File: src/rtl/pe_typed_pkg.sv
// Shared types for the PE type-D operand-issue stage.
package pe_typed_pkg;
  localparam int DATA_W = 64;

  typedef logic [1:0] op_t;

  typedef enum logic [1:0] {RUN, DRAIN, DONE} issue_state_t;
endpackage

File: src/rtl/pe_result_fifo.sv
// Result FIFO behind the PE; count-based full/empty, storage reset so read data is 0 after reset.
module pe_result_fifo #(
  parameter int DATA_W    = 64,
  parameter int OUT_DEPTH = 16
) (
  input  logic                           clk,
  input  logic                           rst,
  input  logic                           push,
  input  logic [DATA_W-1:0]              push_data,
  input  logic                           pop,
  output logic [DATA_W-1:0]              rd_data,
  output logic [$clog2(OUT_DEPTH+1)-1:0] count,
  output logic                           empty
);
  localparam int PTR_W = $clog2(OUT_DEPTH);
  localparam int CNT_W = $clog2(OUT_DEPTH+1);

  logic [DATA_W-1:0] mem_q [OUT_DEPTH];
  logic [DATA_W-1:0] mem_d [OUT_DEPTH];
  logic [PTR_W-1:0]  wr_ptr_q, wr_ptr_d, rd_ptr_q, rd_ptr_d;
  logic [CNT_W-1:0]  count_q, count_d;
  logic              full, do_push, do_pop;

  always_comb begin
    full     = count_q == CNT_W'(OUT_DEPTH);
    empty    = count_q == '0;
    // upstream credit makes a push into a full FIFO unreachable; the guard keeps storage sane regardless
    do_push  = push && !full;
    do_pop   = pop && !empty;
    mem_d    = mem_q;
    wr_ptr_d = wr_ptr_q;
    rd_ptr_d = rd_ptr_q;
    if (do_push) begin
      mem_d[wr_ptr_q] = push_data;
      wr_ptr_d        = wr_ptr_q + 1'b1;
    end
    if (do_pop) rd_ptr_d = rd_ptr_q + 1'b1;
    count_d = count_q + CNT_W'(do_push) - CNT_W'(do_pop);
  end

  always_ff @(posedge clk or posedge rst) begin
    if (rst) begin
      mem_q    <= '{default: '0};
      wr_ptr_q <= '0;
      rd_ptr_q <= '0;
      count_q  <= '0;
    end else begin
      mem_q    <= mem_d;
      wr_ptr_q <= wr_ptr_d;
      rd_ptr_q <= rd_ptr_d;
      count_q  <= count_d;
    end
  end

  assign rd_data = mem_q[rd_ptr_q];
  assign count   = count_q;
endmodule

File: src/rtl/pe_typed_issue.sv
// Joins operand streams A/B into the PE, tracks issues through its fixed pipeline
// with a tag shift register, and collects results under credit control.
module pe_typed_issue
  import pe_typed_pkg::*;
#(
  parameter int PE_LAT    = 8,
  parameter int OUT_DEPTH = 16
) (
  input  logic                           clk,
  input  logic                           rst,
  input  logic [DATA_W-1:0]              a_data,
  input  op_t                            a_op,
  input  logic                           a_valid,
  output logic                           a_ready,
  input  logic [DATA_W-1:0]              b_data,
  input  logic                           b_valid,
  output logic                           b_ready,
  output logic [DATA_W-1:0]              pe_inp1,
  output logic [DATA_W-1:0]              pe_inp2,
  output op_t                            pe_op,
  input  logic [DATA_W-1:0]              pe_out1,
  output logic [DATA_W-1:0]              res_data,
  output logic                           res_valid,
  input  logic                           res_ready,
  input  logic                           flush_req,
  output logic                           flush_done,
  output logic [$clog2(OUT_DEPTH+1)-1:0] inflight
);
  localparam int CNT_W = $clog2(OUT_DEPTH+1);

  issue_state_t      state_q, state_d;
  logic [DATA_W-1:0] pe_inp1_q, pe_inp1_d, pe_inp2_q, pe_inp2_d;
  op_t               pe_op_q, pe_op_d;
  logic [PE_LAT-1:0] tag_q, tag_d;
  logic [CNT_W-1:0]  inflight_q, inflight_d;
  logic [CNT_W-1:0]  fifo_count;
  logic [CNT_W:0]    occupancy;
  logic              fifo_empty, can_issue, fire, push, pop;

  always_comb begin
    // every issue owns a FIFO slot from fire until pop, so the PE can never overrun the FIFO
    occupancy  = {1'b0, inflight_q} + {1'b0, fifo_count};
    can_issue  = (state_q == RUN) && !flush_req && (occupancy < (CNT_W+1)'(OUT_DEPTH));
    a_ready    = b_valid && can_issue;
    b_ready    = a_valid && can_issue;
    fire       = a_valid && b_valid && can_issue;
    push       = tag_q[PE_LAT-1];
    pop        = res_valid && res_ready;
    tag_d      = (tag_q << 1) | PE_LAT'(fire);
    inflight_d = inflight_q + CNT_W'(fire) - CNT_W'(push);
    pe_inp1_d  = pe_inp1_q;
    pe_inp2_d  = pe_inp2_q;
    pe_op_d    = pe_op_q;
    if (fire) begin
      pe_inp1_d = a_data;
      pe_inp2_d = b_data;
      pe_op_d   = a_op;
    end
  end

  always_comb begin
    state_d    = state_q;
    flush_done = 1'b0;
    case (state_q)
      RUN:     if (flush_req) state_d = DRAIN;
      DRAIN:   if (inflight_q == '0 && fifo_empty) state_d = DONE;
      DONE: begin
        flush_done = 1'b1;
        state_d    = RUN;
      end
      default: state_d = RUN;
    endcase
  end

  always_ff @(posedge clk or posedge rst) begin
    if (rst) begin
      state_q    <= RUN;
      pe_inp1_q  <= '0;
      pe_inp2_q  <= '0;
      pe_op_q    <= '0;
      tag_q      <= '0;
      inflight_q <= '0;
    end else begin
      state_q    <= state_d;
      pe_inp1_q  <= pe_inp1_d;
      pe_inp2_q  <= pe_inp2_d;
      pe_op_q    <= pe_op_d;
      tag_q      <= tag_d;
      inflight_q <= inflight_d;
    end
  end

  pe_result_fifo #(
    .DATA_W    (DATA_W),
    .OUT_DEPTH (OUT_DEPTH)
  ) u_fifo (
    .clk       (clk),
    .rst       (rst),
    .push      (push),
    .push_data (pe_out1),
    .pop       (pop),
    .rd_data   (res_data),
    .count     (fifo_count),
    .empty     (fifo_empty)
  );

  assign res_valid = !fifo_empty;
  assign pe_inp1   = pe_inp1_q;
  assign pe_inp2   = pe_inp2_q;
  assign pe_op     = pe_op_q;
  assign inflight  = inflight_q;
endmodule

File: config.mk
export PLATFORM = sky130hd
export DESIGN_NAME = pe_typed_issue
export DESIGN_NICKNAME = d
export VERILOG_FILES = /design/src/rtl/pe_typed_pkg.sv /design/src/rtl/pe_result_fifo.sv /design/src/rtl/pe_typed_issue.sv
export SDC_FILE = /design/constraint.sdc
export NUM_CORES = 2
export LEC_CHECK = 0
export BUFFER_PORTS_ARGS = -buffer_cell sky130_fd_sc_hd__buf_2
export CAP_MARGIN = 20
export CELL_PAD_IN_SITES_DETAIL_PLACEMENT = 1
export CELL_PAD_IN_SITES_GLOBAL_PLACEMENT = 1
export CORE_ASPECT_RATIO = 0.75
export CORE_MARGIN = 3
export CORE_UTILIZATION = 40
export DETAILED_ROUTE_END_ITERATION = 7
export GPL_TIMING_DRIVEN = 0
export MAX_ROUTING_LAYER = met4
export PLACE_DENSITY = 0.67
export SYNTH_ARGS = -nofsm -noshare
export SYNTH_HDL_FRONTEND = slang
export SYNTH_SLANG_ARGS = --single-unit
File: constraint.sdc
create_clock -name clk -period 36.7 [get_ports clk]
set_clock_uncertainty 0.15 [all_clocks]
set_input_delay 1.835 -clock clk [delete_from_list [all_inputs] [get_ports clk]]
set_output_delay 1.835 -clock clk [all_outputs]
set_load 0.02 [all_outputs]
==> run_results.csv <==
group,metric,value,unit
drt,ant_nets,0,
power_and_ir_drop,p_leak,26.5,nW
cts,cts_made_buffers,130,
cts,ctsHoldBuffers,0,
critical_path,crit_path_start,"u_fifo.rd_ptr_q[1]$_DFFE_PP0P_",
critical_path,end_kind,"output port",
sta,worst_pin_slew,1.16,ns
sta,period_share,0.163,
cells_and_area,fillCellCount,12500,
critical_path,path_delay_family,"buffers and inverters",
cells_and_area,area_growth,16.9,%
floorplanning,io_pins,403,
global_routing,grt_pass1_wl,221,mm
yosys,yosys.area.top_type,"dfrtp_1",
yosys,ys_ff_latch,1182,
worst_hold_path,hold_path_class,"flop to flop",
floorplanning,coreArea,128000,um2
sta,slew_headroom,0.226,
drt,drt_iter0_markers,1891,
sta,setup_viol,0,
global_routing,grt_pass1_vias,33000,
critical_path,crit_fanout,10,
global_routing,grt_overflow,0,
cts,clk_latency,0.75,ns
power_and_ir_drop,switching_share,0.327,
floorplanning,start_util,0.406,
place,routabilityCongestion,0.815,
power_and_ir_drop,comb_power_share,0.301,
yosys,synthTopCellsByArea,"dfrtp_1, mux2_2, mux4_2",
cts,cts_root_buf,"clkbuf_16",
floorplanning,die_w,422,um
critical_path,cpPeakStageDelay,0.84,ns
critical_path,r2r_end,"inflight[4]$_DFF_PP0_",
drt,wl,146,mm
place,port_buffers,402,
sta,max_freq,167,MHz
cts,ctsResizeCount,0,
job,maxCapViolCount,0,
run_status,outcome,"finished clean",
critical_path,path_cells,"buf_2 > clkbuf_1 > buf_1 > mux4_2 > a22oi_1 > nand2_1 > buf_2",
yosys,seq_area_frac_synth,0.571,
critical_path,critPathBufInv,4,
sta,finalSetupTns,0,ns
floorplanning,fp.dieH,318,um
power_and_ir_drop,internal_power,2.61,mW
critical_path,cpMostUsedCell,"buf_2",
sta,hold_viol_final,0,
power_and_ir_drop,p_per_area,64.1,nW/um2
power_and_ir_drop,p_clk_frac,0.337,
floorplanning,dieArea,134000,um2
yosys,synth_cell_types,36,
cts,cts.htree.levels,4,
power_and_ir_drop,p_sw,1.27,mW
drt,post-route-drc-count,0,
power_and_ir_drop,seq_power_share,0.362,
global_routing,antenna_found_initial,13,
place,post_dp_cell_area,56300,um2
yosys,ys_warn_count,0,
global_routing,grt_start_max_net_pins,124,
cts,clockBufferDepth,3,
critical_path,start_kind,"flop",
yosys,synth_area,51800,um2
drt,avgRoutedWirePerCell,26.4,um
cells_and_area,drive_gt1_frac,0.569,
power_and_ir_drop,vdd_drop_max,0.0527,mV
cts,clk_pin_slew,0.06,ns
critical_path,reg2reg_slack,33.37,ns
critical_path,cp.arrival,3.99,ns
cells_and_area,nets,3939,
critical_path,path_class,"flop to output port",
yosys,syn_nets,3390,
cells_and_area,fin_area,60600,um2
critical_path,crit_cells,7,
drt,vias,30300,
cts,cts_setup_buffers,0,
critical_path,reg2regPathDepth,12,
cts,cts_tree,"yes",
sta,rsz0062_at_grt,"no",
global_routing,grt_usage,0.225,
floorplanning,row_count,113,
critical_path,crit_end,"res_data[61]",
critical_path,timing.rr.start,"u_fifo.count[4]$_DFF_PP0_",
drt,firstDrtPassIters,5,
yosys,synthDominantCellAreaShare,0.571,
critical_path,cp.required,34.71,ns
cts,clock_sinks,1182,
sta,finalMaxSlewViolations,0,
yosys,avgSynthCellArea,16.4,um2
sta,final.min_clock_period,5.98,ns
yosys,syn_inst,3167,
critical_path,crit_path_top_delay_cell,"clkbuf_1",
place,dpl.hpwl,100,mm
drt,vias_per_cell,5.47,
-- kinds of logic (layout without fill, tap and decap cells) --
logic type	Yosys count	count (layout)	share of synthesized area
AND/OR/NAND/NOR	111	111	0.0115
buffers and inverters	286	926	0.0264
adder cells (fa/ha/maj)	23	23	0.00585
flip-flops	1182	1182	0.571
XOR/XNOR	14	14	0.00237
multiplexers	1411	1411	0.362
AO/OA/AOI/OAI	140	140	0.0204
other	0	3	0
-- stage by stage --
stage / hold WS, ns / power, mW / setup WS (ns) / cells / utilization
finish: 0.200 / 3.88 / 30.72 / 5535 / 0.475
detailed placement: 0.190 / 2.62 / 31.51 / 5309 / 0.442
CTS: 0.202 / 3.94 / 30.67 / 5532 / 0.475
global route: 0.207 / 4.06 / 30.55 / 5535 / 0.475
global placement: 0.183 / 2.59 / -13.27 / 5294 / 0.439
floorplan: 0.181 / 2.17 / 1.42 / 3167 / -
-- flip-flops by register name (all words and copies together) (netlist names) --
register         flops
u_fifo.rd_ptr_q      4
pe_inp2             64
state_q              2
inflight             5
pe_op                2
u_fifo.mem_q      1024
u_fifo.count         5
pe_inp1             64
tag_q                8
u_fifo.wr_ptr_q      4
-- synthesized netlist by cell type --
master	instances
nand2_1	69
a41oi_4	1
a21boi_0	1
mux4_2	256
clkbuf_1	116
nand2b_1	1
buf_2	96
inv_1	19
nand4_1	3
dfrtp_1	1182
buf_4	45
nor2_1	7
or4b_1	1
xor2_1	5
nor4_1	2
nand4_4	2
mux2_1	11
buf_6	1
a21oi_1	5
a21o_1	2
nand3_2	12
xnor2_1	9
o21ai_0	1
nand4_2	2
o21bai_1	1
or3_1	1
nor2b_1	5
and3b_1	1
a22oi_1	128
nor3_1	1
mux2_2	1144
buf_1	9
a211oi_1	1
fa_1	2
ha_1	21
and2_1	4
-- cell usage in the layout (no fill, tap or decap), drive strengths merged --
cell type	Yosys	final
o21bai	1	1
nand4	7	7
a21oi	5	5
inv	19	24
xnor2	9	9
xor2	5	5
clkinv	0	10
clkbuf	116	316
a41oi	1	1
nor3	1	1
nor2	7	7
and2	4	4
fa	2	2
bufinv	0	6
nand2	69	69
nand3	12	12
buf	151	568
a21boi	1	1
nand2b	1	1
or4b	1	1
nor4	2	2
a211oi	1	1
or3	1	1
ha	21	21
and3b	1	1
a22oi	128	128
clkinvlp	0	2
a21o	2	2
dfrtp	1182	1182
diode	0	3
mux4	256	256
mux2	1155	1155
nor2b	5	5
o21ai	1	1
-- worst min-delay path by stage --
stage,startpoint,end,cells after the start
after floorplan,tag_q[0]$_DFF_PP0_,tag_q[1]$_DFF_PP0_,0
after global placement,tag_q[6]$_DFF_PP0_,tag_q[7]$_DFF_PP0_,0
after detailed placement,tag_q[1]$_DFF_PP0_,tag_q[2]$_DFF_PP0_,0
after CTS,tag_q[0]$_DFF_PP0_,tag_q[1]$_DFF_PP0_,0
after global routing,tag_q[1]$_DFF_PP0_,tag_q[2]$_DFF_PP0_,0
final,tag_q[0]$_DFF_PP0_,tag_q[1]$_DFF_PP0_,0
-- power by group through the flow --
stage / clock (mW) / combinational (mW) / sequential (mW)
3_5_place_dp: 0 / 1.19 / 1.43
4_1_cts: 1.34 / 1.19 / 1.41
3_3_place_gp: 0 / 1.16 / 1.43
5_1_grt: 1.40 / 1.24 / 1.41
6_report: 1.31 / 1.17 / 1.41
2_1_floorplan: 0 / 0.742 / 1.42
-- final cells by class --
cell class | count | area [um2] | share of cell area
sequential | 1182 | 29600 | 0.488
multi-input combinational | 1699 | 20900 | 0.344
clock buffer | 200 | 3910 | 0.0646
timing repair buffer | 417 | 2370 | 0.0392
tap | 1725 | 2160 | 0.0356
buffer | 267 | 1300 | 0.0215
clock inverter | 23 | 303 | 0.00500
inverter | 19 | 78.8 | 0.00130
antenna | 3 | 7.51 | 0.000124
-- routing by layer --
| metal | track usage | part of all wire | up-vias |
|---|---|---|---|
| met5 | - | 0 | - |
| met4 | 0.0535 | 0.019 | 0 |
| met3 | 0.0306 | 0.033 | 196 |
| met2 | 0.350 | 0.48 | 475 |
| met1 | 0.316 | 0.47 | 16700 |
| li1 | - | - | 12900 |
Note: power is estimated with default switching activity, not from simulation.
